### config.mk
export PLATFORM = sky130hd
export DESIGN_NAME = x74_194_tx_ctrl
export DESIGN_NICKNAME = d
export VERILOG_FILES = /design/src/rtl/x74_194_tx_ctrl_pkg.sv /design/src/rtl/x74_194_tx_ctrl_timer.sv /design/src/rtl/x74_194_tx.sv
export SDC_FILE = /design/constraint.sdc
export NUM_CORES = 1
export LEC_CHECK = 0
export ABC_CLOCK_PERIOD_IN_PS = 2800
export CAP_MARGIN = 40
export CORE_MARGIN = 10
export CORE_UTILIZATION = 44
export DETAILED_ROUTE_END_ITERATION = 10
export DONT_BUFFER_PORTS = 1
export PLACE_DENSITY = 0.7
export SLEW_MARGIN = 20
export SYNTH_ARGS = -nofsm -noshare
export SYNTH_HDL_FRONTEND = slang
export SYNTH_SLANG_ARGS = --single-unit
### constraint.sdc
create_clock -name CLK -period 2.8 [get_ports CLK]
set_input_delay 0.56 -clock CLK [delete_from_list [all_inputs] [get_ports CLK]]
set_output_delay 0.56 -clock CLK [all_outputs]
set_load 0.03 [all_outputs]
### src/rtl/x74_194_tx_ctrl_pkg.sv
// x74_tx_pkg: shared definitions for the x74_194 transmit sequencer.
// Holds the FSM state encoding, the x74_194 mode-pin encodings and the
// sizing helpers used by the controller and its bit timer.
// Related build macro: X74_TX_PARITY_EN (parity bit present when defined).

package x74_tx_pkg;

    // Frame sequencer states. PARITY is only reachable when parity is built in.
    typedef enum logic [2:0] {
        ST_IDLE   = 3'd0,
        ST_START  = 3'd1,
        ST_DATA   = 3'd2,
        ST_PARITY = 3'd3,
        ST_STOP   = 3'd4
    } tx_state_t;

    // x74_194 mode pins, packed as {S0, S1}.
    localparam logic [1:0] MODE_HOLD  = 2'b00;
    localparam logic [1:0] MODE_SHIFT = 2'b01;  // shift toward Q[3]
    localparam logic [1:0] MODE_LOAD  = 2'b11;

    // Width of a counter that must hold 0..bit_div-1; never narrower than 1.
    function automatic int timer_width(input int bit_div);
        return (bit_div <= 2) ? 1 : $clog2(bit_div);
    endfunction

    // Only 1 or 2 stop bits exist; anything else falls back to a single one.
    function automatic int stop_count(input int stop_bits);
        return (stop_bits == 2) ? 2 : 1;
    endfunction

endpackage

### src/rtl/x74_194_tx_ctrl_timer.sv
// x74_bit_timer: divides the system clock into line-bit periods.
// Counts 0..BIT_DIV-1 and flags the final clock of each bit with bit_end.
// restart forces the count back to 0 so every state starts a fresh bit.

module x74_bit_timer
    import x74_tx_pkg::*;
#(
    parameter int BIT_DIV = 4
)
(
    input  logic CLK,
    input  logic CLR,
    input  logic restart,
    output logic bit_end
);

    localparam int             W    = timer_width(BIT_DIV);
    localparam logic [W-1:0]   LAST = W'(BIT_DIV - 1);

    logic [W-1:0] r_cnt;

    assign bit_end = (r_cnt == LAST);

    // Free-running modulo-BIT_DIV counter, cleared on restart or wrap.
    always_ff @(posedge CLK or posedge CLR) begin
        if (CLR) begin
            r_cnt <= '0;
        end else if (restart || bit_end) begin
            r_cnt <= '0;
        end else begin
            r_cnt <= r_cnt + W'(1);
        end
    end

endmodule

### src/rtl/x74_194_tx.sv
// x74_194_tx_ctrl: serial transmit frame sequencer driving an external
// x74_194 4-bit universal shift register.
// Frame on tx_line: start(0), 8 data bits MSB first, optional parity,
// STOP_BITS stop bits (1). Each bit lasts BIT_DIV clocks.
// The x74_194 carries the data bits: high nibble loaded at the end of
// START, shifted toward Q[3] each bit, low nibble reloaded after bit 3.
// Build macro X74_TX_PARITY_EN: when defined a parity bit follows the data.

module x74_194_tx_ctrl
    import x74_tx_pkg::*;
#(
    parameter int BIT_DIV    = 4,
    parameter int STOP_BITS  = 1,
    parameter int PARITY_ODD = 0
)
(
    input  logic       CLK,
    input  logic       CLR,
    input  logic [7:0] in_data,
    input  logic       in_valid,
    output logic       in_ready,
    output logic       sr_s0,
    output logic       sr_s1,
    output logic       sr_a,
    output logic       sr_b,
    output logic       sr_c,
    output logic       sr_d,
    output logic       sr_sli,
    output logic       sr_clr_n,
    input  logic       sr_out,
    output logic       tx_line,
    output logic       busy,
    output logic       done
);

    localparam int         STOP_N    = stop_count(STOP_BITS);
    localparam logic [2:0] STOP_LAST = 3'(STOP_N - 1);
    localparam logic       PAR_SENSE = (PARITY_ODD != 0);

`ifdef X74_TX_PARITY_EN
    localparam tx_state_t AFTER_DATA = ST_PARITY;
`else
    localparam tx_state_t AFTER_DATA = ST_STOP;
`endif

    tx_state_t  r_state;
    tx_state_t  w_state_next;
    logic [7:0] r_byte;
    logic [2:0] r_bit_idx;     // data bit index in DATA, stop bit index in STOP

    logic       w_bit_end;
    logic       w_restart;
    logic       w_accept;
    logic       w_done;
    logic       w_parity;
    logic       w_line;
    logic [1:0] w_mode;
    logic [3:0] w_nib;

    assign w_accept = in_valid && (r_state == ST_IDLE);
    assign w_parity = (^r_byte) ^ PAR_SENSE;
    assign w_done   = (r_state == ST_STOP) && w_bit_end && (r_bit_idx == STOP_LAST);

    // The timer restarts whenever the state changes and is parked at 0 in IDLE.
    assign w_restart = (r_state == ST_IDLE) || (w_state_next != r_state);

    x74_bit_timer #(
        .BIT_DIV (BIT_DIV)
    ) u_bit_timer (
        .CLK     (CLK),
        .CLR     (CLR),
        .restart (w_restart),
        .bit_end (w_bit_end)
    );

    // State register; reset aborts any frame in flight.
    always_ff @(posedge CLK or posedge CLR) begin
        if (CLR) begin
            r_state <= ST_IDLE;
        end else begin
            r_state <= w_state_next;
        end
    end

    // Byte latch: captured once at acceptance, later in_data changes ignored.
    always_ff @(posedge CLK or posedge CLR) begin
        if (CLR) begin
            r_byte <= 8'h00;
        end else if (w_accept) begin
            r_byte <= in_data;
        end
    end

    // Bit index: cleared on every state entry, advances once per bit.
    always_ff @(posedge CLK or posedge CLR) begin
        if (CLR) begin
            r_bit_idx <= 3'd0;
        end else if (w_restart) begin
            r_bit_idx <= 3'd0;
        end else if (w_bit_end) begin
            r_bit_idx <= r_bit_idx + 3'd1;
        end
    end

    // Next state plus line level and x74_194 mode/data pins.
    always_comb begin
        w_state_next = r_state;
        w_line       = 1'b1;
        w_mode       = MODE_HOLD;
        w_nib        = 4'h0;
        case (r_state)
            ST_IDLE: begin
                if (in_valid) begin
                    w_state_next = ST_START;
                end
            end
            ST_START: begin
                w_line = 1'b0;
                if (w_bit_end) begin
                    w_mode       = MODE_LOAD;
                    w_nib        = r_byte[7:4];
                    w_state_next = ST_DATA;
                end
            end
            ST_DATA: begin
                // Q[3] of the shift register is the current data bit.
                w_line = sr_out;
                if (w_bit_end) begin
                    if (r_bit_idx == 3'd3) begin
                        w_mode = MODE_LOAD;
                        w_nib  = r_byte[3:0];
                    end else if (r_bit_idx == 3'd7) begin
                        w_mode       = MODE_HOLD;
                        w_state_next = AFTER_DATA;
                    end else begin
                        w_mode = MODE_SHIFT;
                    end
                end
            end
            ST_PARITY: begin
                w_line = w_parity;
                if (w_bit_end) begin
                    w_state_next = ST_STOP;
                end
            end
            ST_STOP: begin
                w_line = 1'b1;
                if (w_done) begin
                    w_state_next = ST_IDLE;
                end
            end
            default: begin
                w_state_next = ST_IDLE;
            end
        endcase
    end

    assign in_ready = (r_state == ST_IDLE);
    assign busy     = (r_state != ST_IDLE);
    assign done     = w_done;
    assign tx_line  = w_line;
    assign sr_s0    = w_mode[1];
    assign sr_s1    = w_mode[0];
    assign sr_a     = w_nib[3];
    assign sr_b     = w_nib[2];
    assign sr_c     = w_nib[1];
    assign sr_d     = w_nib[0];
    assign sr_sli   = 1'b0;
    // Shift register held in clear whenever no frame is running.
    assign sr_clr_n = (r_state != ST_IDLE);

endmodule

## Word level (Yosys, flattened, before mapping)

Cells that the tools add are included.

| cells by class | value |
|---|---|
| reduce and logical (&&, ||, !) cells | 10 |
| equal/unequal tests | 8 |
| $add $sub $neg | 2 |
| multiplexer cells | 21 |

Operator list:

| operator | count |
|---|---|
| two-way mux 3 bit | 9 |
| case mux 3 bit (5 select lines) | 1 |
| two-way mux 4 bit | 3 |
| == test 3 x 2 -> 1 bit (second input constant) | 3 |
| two-way mux 2 bit | 4 |
| case mux 4 bit (2 select lines) | 1 |
| XOR reduction 8 bit | 1 |
| == test 3 bit (second input constant) | 2 |
| logical NOT 3 bit | 2 |
| case mux 2 bit (2 select lines) | 1 |
| adder 3 x 1 -> 3 bit (second input constant) | 1 |
| == test 3 x 1 -> 1 bit (second input constant) | 1 |
| logical AND 1 bit | 3 |
| != test 3 bit | 1 |
| case mux 1 bit (3 select lines) | 1 |
| nonzero test 3 bit | 1 |
| adder 2 x 1 -> 2 bit (second input constant) | 1 |
| == test 2 bit (second input constant) | 1 |
| logical OR 1 bit | 2 |
| nonzero test 2 bit | 1 |
| two-way mux 1 bit | 1 |

| storage, ports and cells | value |
|---|---|
| output and inout bits | 12 |
| logic and storage cells | 45 |
| bits of input ports | 12 |
| register bits | 16 |

## Longest topological paths before layout

Gate-level depths: netlist of the first run.

| depth | value |
|---|---|
| depth after elaboration | 9 |
| gate-level depth with buffers | 6 |
| gate-level depth less buffers | 6 |

## Modules after synthesis

Synthesis of the first run repeated with hierarchy kept, for this count alone.

| unflattened totals | value |
|---|---|
| cell total of the unflattened synthesis | 98 |
| area, all modules | 1014.7 µm² |

Modules (own cells, without submodules):

| module | area an instance (µm²) | sequential area each (µm²) | times used | cells an instance |
|---|---|---|---|---|
| x74_194_tx_ctrl | 925.9 | 350.3 | 1 | 92 |
| x74_bit_timer | 88.8 | 50.0 | 1 | 6 |

## Least setup slack after synthesis of the first run

Ideal clock, no wire load.

| timing | value |
|---|---|
| path kind | register to output |
| from | register r_state[1] |
| to | output done |
| path buffers | 1 |
| setup slack | 0.629 ns |
| data required time | 2.240 ns |
| cell stages (with the launch flop) | 3 |
| arrival | 1.611 ns |
| cells stage by stage | dfrtp_1 clkbuf_1 nor4_1 |

| on the way | value |
|---|---|
| cells in the longest elaborated chain, start to end | 3 |

RTL lines:

| what | line | source |
|---|---|---|
| start, declared | x74_194_tx.sv:46 | `tx_state_t r_state;` |
| start signal, assigned | x74_194_tx.sv:81 | `r_state <= w_state_next;` |
| == test 3 bit | x74_194_tx.sv:62 | `assign w_done = (r_state == ST_STOP) && w_bit_end && (r_bit_idx == STOP_LAST);` |
| logical AND 1 bit (2 in series) | x74_194_tx.sv:62 |  |
| end, declared | x74_194_tx.sv:33 | `output logic done` |

Every way passes these cells.

## Worst setup path in the final report of the first run

| timing | value |
|---|---|
| from | register r_bit_idx[0] |
| to | output sr_a |

| on the way | value |
|---|---|
| cells in the longest elaborated chain, start to end | 4 |

RTL lines:

| what | line | source |
|---|---|---|
| start, declared | x74_194_tx.sv:49 | `logic [2:0] r_bit_idx;` |
| start signal, assigned | x74_194_tx.sv:101 | `r_bit_idx <= r_bit_idx + 3'd1;` |
| == test 3 x 2 -> 1 bit | x74_194_tx.sv:129 | `if (r_bit_idx == 3'd3) begin` |
| two-way mux 4 bit | x74_194_tx.sv:129 |  |
| two-way mux 4 bit | x74_194_tx.sv:128 | `if (w_bit_end) begin` |
| case mux 4 bit (2 select lines) | x74_194_tx.sv:111 | `case (r_state)` |
| end, declared | x74_194_tx.sv:24 | `output logic sr_a,` |

Every way passes these cells.

==> results of run 1 <==
==> critical path, cell delays in order (launching register included) <==
cell     delay (ns)
dfrtp_1        0.40
ha_1           0.20
ha_1           0.28
nand3_1        0.10
nor2_1         0.11
a21oi_1        0.05
nor2_1         0.46
==> area by class of cell <==
type                    count  area, µm²  share of cell area
clock buffers               4      36.28             0.03322
inverters                   7      26.28             0.02405
multi-input cells          72      556.8              0.5097
flip-flops and latches     16      400.4              0.3666
well taps                  28      35.03             0.03207
repair buffers              5      37.54             0.03436
==> registers in the layout, summed over array words and instances (netlist names) <==
signal,flops
r_byte,8
r_state,3
u_bit_timer.r_cnt,2
r_bit_idx,3
==> logic make-up after synthesis <==
kind of cell / count (synthesis) / synth area share
AO/OA/AOI/OAI: 15 / 0.09830
XOR/XNOR: 8 / 0.06796
adder cells (fa/ha/maj): 5 / 0.06068
buffers and inverters: 13 / 0.07160
flip-flops: 16 / 0.3883
multiplexers: 9 / 0.1262
other: 1 / 0.003637
AND/OR/NAND/NOR: 34 / 0.1833
==> cell usage in the layout (no fill, tap or decap) <==
cell and count:
mux2_4 8, nand3b_1 2, nor2b_1 2, nand3_1 3, clkbuf_8 1, nor3_2 1, a211oi_2 1, o21ai_0 2
nand2b_1 3, o21ai_2 2, o2111ai_1 1, conb_1 1, xor2_1 1, nor4b_1 1, a22oi_1 1, nor4_1 2
dfrtp_1 16, nor2_1 12, buf_4 5, xnor2_1 7, ha_1 5, and3_1 1, nand2_1 3, inv_1 7
clkbuf_4 3, mux2i_1 1, a21oi_1 7, a311o_1 1, and2_4 1, or3b_1 1, nand4b_1 1, and2b_1 1
==> worst max path at each step <==
stage / endpoint / depth (start not counted) / slack (ns)
final: sr_a / 6 / 0.35
after detailed placement: sr_a / 6 / 0.65
after floorplan: done / 2 / 0.63
after global routing: sr_c / 6 / 0.15
after CTS: sr_a / 6 / 0.32
after global placement: sr_a / 6 / 0.71
==> stage by stage <==
step	setup WS (ns)	std cells	hold WS, ns	total power [mW]	utilization
CTS	0.3230	132	0.2443	1.312	0.4938
global route	0.1470	132	0.2796	1.394	0.4938
global placement	0.7078	128	0.4262	1.136	0.4774
floorplan	0.6295	101	0.4179	1.060	-
detailed placement	0.6482	128	0.4368	1.157	0.4774
finish	0.3503	132	0.2364	1.300	0.4938
==> layer usage <==
layer | up-vias | wire, µm
met5 | - | 0
met4 | 0 | 4
met3 | 2 | 170
met2 | 18 | 944
met1 | 344 | 896
li1 | 348 | -
==> power groups by stage <==
stage / Sequential (mW) / Clock [mW] / Combinational [mW]
global placement: 0.450 / 0 / 0.686
detailed placement: 0.454 / 0 / 0.702
floorplan: 0.398 / 0 / 0.661
CTS: 0.450 / 0.158 / 0.704
global route: 0.472 / 0.167 / 0.755
finish: 0.453 / 0.153 / 0.694
==> summary.md, run 1 <==
| Metric | Value |
|---|---|
| Worst rel slew slack | `0.5739` |
| Detail Placement HPWL | `1.580 mm` |
| Busiest grt layer | `met2` |
| Final ANT Viol Nets | `0` |
| Met1 Use GR | `0.1153` |
| Placer Congestion | `0.8574` |
| Mapped Area | `1031 µm²` |
| Worst R2R Setup Slack | `1.11 ns` |
| Port Buffers | `0` |
| Syn Inst Count | `101` |
| Drt total wl | `2.016 mm` |
| IO Pins | `24` |
| Comb power frac | `0.534` |
| Vias per cell | `5.394` |
| CTS buffer count | `3` |
| Post-Syn Nets | `118` |
| Site row count | `17` |
| Post-layout min period | `2.450 ns` |
| Synth area leaders | `dfrtp_1, mux2_4, ha_1` |
| Area grow syn2layout | `5.947%` |
| H-tree depth | `1` |
| Antenna Cells | `0` |
| Peak VDD IR | `0.6010 mV` |
| GR Overflow Total | `0` |
| Routed len/inst | `15.27 µm` |
| Final #Nets | `122` |
| Setup Buffers After CTS | `0` |
| Vias after detailed routing | `712` |
| Crit Path Class | `flip-flop to output port` |
| Hold Buf Count CTS | `0` |
| Finished Cell Area | `1092 µm²` |
| Mean area per synthesized cell | `10.21 µm²` |
| CP max FO | `6` |
| Final period utilization | `0.8749` |
| Cell with the most instances after synthesis | `dfrtp_1` |
| Root Buffer | `clkbuf_4` |
| Max-Cap Viols | `0` |
| Clk Latency, worst-skew pair | `0.28 ns` |
| Top FF cell, synth | `dfrtp_1` |
| Ratio of cells with drive above 1 in the final layout | `0.2115` |
| R2R cell count | `4` |
| Post-synth top cells | `dfrtp_1, nor2_1, mux2_4` |
| Status | `finished clean` |
| Met2 usage | `0.1371` |
| Internal power | `0.7366 mW` |
| Grt met3 use | `0.03426` |
| Initial core utilization | `0.4661` |
| Crit path DAT | `1.89 ns` |
| Yosys warning total | `0` |
| CTS tree | `yes` |
| Clock Power Share | `0.118` |
| Synth Register Bits | `16` |
| Starting DRT DRC Count | `37` |
| CP required | `2.24 ns` |
| Worst-margin pin slew | `0.6385 ns` |
| Post-synth EDFFs | `0` |
| TritonRoute pass-1 iters | `4` |
| Die Span X | `68.41 µm` |
| Initial antenna violation count | `0` |
| Fin Setup TNS | `0 ns` |
| Filler instances | `216` |
| Kind of end point of the critical path | `output port` |
| HP Class | `input port to async pin` |
| RR Startpoint | `r_state[0]` |
| PostCTS Resize Cnt | `0` |
| Register share of total power | `0.348` |
| Synth top area share | `0.3883` |
| Max Fclk | `408.2 MHz` |
| Reg-to-reg endpoint | `r_byte[2]` |
| Die height | `68.41 µm` |
| CTS max path bufs | `2` |
| Synth cell types | `33` |
| Final setup violation count | `0` |
| Asr flop ratio synth | `1.000` |
| Drc violations | `0` |
| Seq/Total Area, Yosys | `0.3883` |
| Die area | `4679 µm²` |
| Gr usage total | `0.08959` |
| First-pass GRT wire length | `3.270 mm` |
| Core Region | `2212 µm²` |
| Sw power | `0.5636 mW` |
| Yosys top cell by area | `dfrtp_1` |
| Clk slew on worst S/H paths | `0.10 ns` |
| Clock Skew | `0.001619 ns` |
| P_leak | `0.4759 nW` |
| Largest net degree at the start of global routing | `17` |
| CTS Sinks | `16` |
| Vias in the first global route | `692` |
| Fin. max-slew vios | `0` |
| Placed Area | `1056 µm²` |
| Fin. Hold Viols | `0` |
| Power Density | `1190 nW/µm²` |
| CP startpoint kind | `flip-flop` |
| Crit. Startpoint | `r_bit_idx[0]` |
| Sw Share | `0.4335` |
| RSZ-0062 raised after global routing | `no` |
(Power assumes the default switching activity.)
==> inputs of run 2 (changes only) <==
ABC_CLOCK_PERIOD_IN_PS = 2900   (was 2800)
clock period = 2.9 ns   (was 2.8 ns; I/O delays follow)
==> summary.md, run 2 (synthesized netlist as in run 1, its figures left out) <==
| Metric | Value |
|---|---|
| Initial core utilization | `0.4661 (unchanged)` |
| Vias per cell | `5.531 (+2.5%)` |
| CP Cell Sequence | `ha_1 > nand2_1 > a21oi_1` |
| Status | `finished clean` |
| Met3 WL | `117 µm (-31%)` |
| Routed len/inst | `16.38 µm (+7.3%)` |
| Core Region | `2212 µm² (unchanged)` |
| Root Buffer | `clkbuf_4` |
| CTS max path bufs | `2 (unchanged)` |
| Fin. Hold Viols | `0 (unchanged)` |
| Final period utilization | `0.8632` |
| CTS tree | `yes` |
| Die area | `4679 µm² (unchanged)` |
| Crit-path max cell delay | `0.60 ns (+0.14 ns)` |
| CP startpoint kind | `flip-flop` |
| CP max-delay cell | `a21oi_1` |
| Port Buffers | `0 (unchanged)` |
| Vias after detailed routing | `719 (+0.98%)` |
| Crit Path Class | `flip-flop to output port` |
| Regs by FF count | `r_byte (8), r_bit_idx (3), r_state (3)` |
| Max Fclk | `399.5 MHz` |
| Worst-margin pin slew | `0.6816 ns (+0.04308 ns)` |
| Largest delay share family, worst path | `compound AO/OA/AOI/OAI gates` |
| Fin Setup TNS | `0 ns (unchanged)` |
| CTS Sinks | `16 (unchanged)` |
| CTS buffer count | `3 (unchanged)` |
| Antenna Cells | `0 (unchanged)` |
| Initial antenna violation count | `0 (unchanged)` |
| Clock Skew | `0.01105 ns (+0.009433 ns)` |
| Gr usage total | `0.09656 (+0.006974)` |
| Die height | `68.41 µm (unchanged)` |
| Placer Congestion | `0.8638 (+0.75%)` |
| Kind of end point of the critical path | `output port` |
| Max-Cap Viols | `0 (unchanged)` |
| Clk slew on worst S/H paths | `0.10 ns (about the same)` |
| Hold Buf Count CTS | `0 (unchanged)` |
| HP Class | `input port to async pin` |
| Commonest non-fill, non-tap cell in the layout | `dfrtp_1` |
| Largest net degree at the start of global routing | `17 (unchanged)` |
| Peak VDD IR | `0.6787 mV (+13%)` |
| Max reg flops | `8 (unchanged)` |
| Drt total wl | `2.130 mm (+5.7%)` |
| Site row count | `17 (unchanged)` |
| RSZ-0062 raised after global routing | `no` |
| Ratio of cells with drive above 1 in the final layout | `0.1961 (-0.01546)` |
| Post-layout min period | `2.503 ns` |
| Clk Latency, worst-skew pair | `0.29 ns (about the same)` |
| CP max FO | `12 (+6)` |
| Most frequent cells in the layout | `dfrtp_1, nor2_1, mux2_4` |
| Final Hold Slack | `0.2353 ns (-0.001106 ns)` |
| CP bufs+invs | `0 (unchanged)` |
| Top Layer Used | `met4` |
| PostCTS Resize Cnt | `0 (unchanged)` |
| Crit path DAT | `1.92 ns (+0.03 ns)` |
| Met2 WL | `1.000 mm (+5.9%)` |
| H-tree depth | `1 (unchanged)` |
| Power Density | `1160 nW/µm² (-2.5%)` |
| CP required | `2.32 ns (+0.08 ns)` |
| Detail Placement HPWL | `1.676 mm (+6.1%)` |
| Biggest register | `r_byte` |
| Final #Nets | `120 (-1.6%)` |
| First-pass GRT wire length | `3.408 mm (+4.2%)` |
| Starting DRT DRC Count | `50 (+35%)` |
| Drc violations | `0 (unchanged)` |
| Setup Buffers After CTS | `0 (unchanged)` |
| Fin. max-slew vios | `0 (unchanged)` |
| IO Pins | `24 (unchanged)` |
| P_leak | `0.4660 nW (-2.1%)` |
| WL met1 | `991 µm (+11%)` |
| Vias in the first global route | `731 (+5.6%)` |
| Final setup violation count | `0 (unchanged)` |
| Die Span X | `68.41 µm (unchanged)` |
| Worst rel slew slack | `0.5471 (-0.02683)` |
| GR Overflow Total | `0 (unchanged)` |
| Area grow syn2layout | `4.490%` |
| Final ANT Viol Nets | `0 (unchanged)` |
| TritonRoute pass-1 iters | `4 (unchanged)` |
-- run 2: final cells by class --
cell class	instances	area, µm²
clock buffer	4	36.28
fill	207	1135
inverter	7	26.28
multi-input combinational	72	556.8
sequential	16	400.4
tap	28	35.03
timing repair buffer	3	22.52
-- run 2: routing by layer --
layer / vias up / track usage
li1: 343 / -
met1: 351 / 0.1164
met2: 21 / 0.1475
met4: 0 / 0.04020
met5: - / 0
met3: 4 / 0.04078
-- run 2: final timing paths --
kind	endpoint	cells after the start	start	slack, ns
min reg2reg	u_bit_timer.r_cnt[0]	1	u_bit_timer.r_cnt[0]	0.45
max reg2reg	r_byte[3]	4	r_state[0]	1.20
min in group CLK	r_byte[5]	1	in_data[5]	0.43
max	sr_b	3	u_bit_timer.r_cnt[0]	0.40
max in group asynchronous	r_bit_idx[1]	1	CLR	2.26
min	u_bit_timer.r_cnt[1]	1	CLR	0.24
-- run 2: report_power, final --
part | switching (mW) | internal, mW | leakage (nW)
clock | 0.0711 | 0.0765 | 0.0210
combinational | 0.356 | 0.313 | 0.245
sequential | 0.123 | 0.311 | 0.200
-- run 2: metrics by stage --
| stage | std cells | utilization | cell area (µm²) | setup slack (ns) | total power [mW] |
|---|---|---|---|---|---|
| after detailed placement | 126 | 0.4706 | 1041 | 0.7066 | 1.112 |
| final | 130 | 0.4870 | 1077 | 0.3968 | 1.250 |
| after global placement | 126 | 0.4706 | 1041 | 0.7783 | 1.091 |
| after floorplan | 101 | - | 1031 | 0.7095 | 1.023 |
| after CTS | 130 | 0.4870 | 1077 | 0.3839 | 1.265 |
| after global routing | 130 | 0.4870 | 1077 | 0.2667 | 1.348 |
-- run 2: worst reg2reg max path, cell delays in order, from the launching register on --
cell,delay (ns)
dfrtp_1,0.55
nor3_2,0.24
buf_4,0.21
and2_4,0.27
mux2_4,0.32
==> inputs of run 3 (changes only) <==
CORE_ASPECT_RATIO = 1.4   (was not set)
==> summary.md, run 3 (synthesized netlist as in run 1, its figures left out) <==
| Metric | Value |
|---|---|
| Worst rel slew slack | `0.5590 (+0.01193)` |
| CP max-delay cell | `a21oi_1` |
| Clock Skew | `0.002793 ns (-0.008259 ns)` |
| Crit Path Class | `flip-flop to output port` |
| Final ANT Viol Nets | `0 (unchanged)` |
| Storage element area | `400.4 µm² (unchanged)` |
| Gr usage total | `0.09576 (-0.0007960)` |
| Clk slew on worst S/H paths | `0.09 ns (about the same)` |
| Vias in the first global route | `771 (+5.5%)` |
| Kind of end point of the critical path | `output port` |
| R2R cell count | `5 (+1)` |
| Hold Buf Count CTS | `0 (unchanged)` |
| Initial antenna violation count | `0 (unchanged)` |
| Setup Buffers After CTS | `0 (unchanged)` |
| Biggest register | `r_byte` |
| Area grow syn2layout | `3.763%` |
| Site row count | `20 (+3)` |
| Commonest non-fill, non-tap cell in the layout | `dfrtp_1` |
| Post-layout min period | `2.489 ns (-0.01434 ns)` |
| Max-Cap Viols | `0 (unchanged)` |
| Root Buffer | `clkbuf_4` |
| TritonRoute pass-1 iters | `4 (unchanged)` |
| Final setup violation count | `0 (unchanged)` |
| Initial core utilization | `0.4682 (+0.002119)` |
| Starting DRT DRC Count | `18 (-64%)` |
| Fin. Hold Viols | `0 (unchanged)` |
| Ratio of cells with drive above 1 in the final layout | `0.1961 (unchanged)` |
| Power Density | `1167 nW/µm² (+0.58%)` |
| Die area | `4707 µm² (+0.59%)` |
| Final period utilization | `0.8582 (-0.004946)` |
| RR Startpoint | `u_bit_timer.r_cnt[0]` |
| CTS buffer count | `3 (unchanged)` |
| Routed len/inst | `17.15 µm (+4.6%)` |
| Die Span X | `60.91 µm (-11%)` |
| Vias after detailed routing | `713 (-0.83%)` |
| GR Overflow Total | `0 (unchanged)` |
| Die height | `77.28 µm (+13%)` |
| CTS Sinks | `16 (unchanged)` |
| Regs by FF count | `r_byte (8), r_bit_idx (3), r_state (3)` |
| H-tree depth | `1 (unchanged)` |
| P_leak | `0.4660 nW (unchanged)` |
| CTS tree | `yes` |
| CP required | `2.32 ns (about the same)` |
| CTS max path bufs | `2 (unchanged)` |
| Drt total wl | `2.126 mm (-0.19%)` |
| Core Region | `2202 µm² (-0.45%)` |
| Max reg flops | `8 (unchanged)` |
| Multi-input logic area | `556.8 µm² (unchanged)` |
| Largest net degree at the start of global routing | `17 (unchanged)` |
| Filler instances | `203 (-1.9%)` |
| Reg-to-reg endpoint | `r_bit_idx[2]` |
| Final #Nets | `120 (unchanged)` |
| RSZ-0062 raised after global routing | `no` |
| Peak VDD IR | `0.4832 mV (-29%)` |
| HP Class | `input port to async pin` |
| IO Pins | `24 (unchanged)` |
| CP startpoint kind | `flip-flop` |
| Placer Congestion | `0.7385 (-15%)` |
| Crit-path max cell delay | `0.59 ns (about the same)` |
| PostCTS Resize Cnt | `0 (unchanged)` |
| Clk Latency, worst-skew pair | `0.28 ns (about the same)` |
| Worst R2R Setup Slack | `1.20 ns (about the same)` |
| CP Cell Sequence | `ha_1 > nand2_1 > a21oi_1` |
| Port Buffers | `0 (unchanged)` |
| Most frequent cells in the layout | `dfrtp_1, nor2_1, mux2_4` |
| Fin. max-slew vios | `0 (unchanged)` |
| Status | `finished clean` |
| Detail Placement HPWL | `1.662 mm (-0.84%)` |
| Drc violations | `0 (unchanged)` |
| Crit path DAT | `1.91 ns (about the same)` |
| Max Fclk | `401.8 MHz (+0.58%)` |
| Antenna Cells | `0 (unchanged)` |
| Vias per cell | `5.750 (+4.0%)` |
| CP max FO | `12 (unchanged)` |
| Worst-margin pin slew | `0.6636 ns (-0.01795 ns)` |
| First-pass GRT wire length | `3.567 mm (+4.7%)` |
| Final Hold Slack | `0.2532 ns (+0.01785 ns)` |
| Fin Setup TNS | `0 ns (unchanged)` |
[run 3: layout make-up]
| cell class | instances | area share |
|---|---|---|
| Multi-Input combinational cell | 72 | 0.5205 |
| Tap cell | 22 | 0.02573 |
| Clock buffer | 4 | 0.03392 |
| Inverter | 7 | 0.02456 |
| Sequential cell | 16 | 0.3743 |
| Timing Repair Buffer | 3 | 0.02105 |
[run 3: worst max-delay path by stage]
| stage | startpoint | to | slack [ns] | cells after the start |
|---|---|---|---|---|
| 2_1_floorplan | r_state[1] | done | 0.71 | 2 |
| 3_3_place_gp | u_bit_timer.r_cnt[0] | sr_s1 | 0.79 | 3 |
| 3_5_place_dp | r_bit_idx[0] | sr_c | 0.72 | 6 |
| 4_1_cts | r_bit_idx[0] | sr_c | 0.39 | 6 |
| 5_1_grt | u_bit_timer.r_cnt[0] | sr_s1 | 0.24 | 3 |
| 6_report | u_bit_timer.r_cnt[0] | sr_b | 0.41 | 3 |
[run 3: critical path, delay by kind of cell, from the launching register on]
kind	cells	cell delay, ns
AO/OA/AOI/OAI	1	0.59
adder cells (fa/ha/maj)	1	0.43
flip-flops	1	0.36
AND/OR/NAND/NOR	1	0.25
[run 3: power breakdown]
group / internal (mW) / switching [mW] / total (mW) / leakage, nW
clock network: 0.0765 / 0.0681 / 0.145 / 0.0210
logic: 0.312 / 0.357 / 0.669 / 0.245
registers: 0.311 / 0.123 / 0.434 / 0.200
[run 3: metrics by stage]
step,cells,power (mW),cell area [µm²],worst slack [ns],util
5_1_grt,124,1.340,1070,0.2420,0.4858
2_1_floorplan,101,1.023,1031,0.7095,-
3_5_place_dp,120,1.110,1033,0.7180,0.4693
4_1_cts,124,1.262,1070,0.3886,0.4858
3_3_place_gp,120,1.085,1033,0.7880,0.4693
6_report,124,1.248,1070,0.4112,0.4858
[run 3: metal layers]
layer	vias up	GRT usage	wire length, µm
met5	-	0	0
met4	0	0.05066	48
met3	6	0.04778	183
met2	20	0.1513	1102
met1	344	0.09828	791
li1	343	-	-
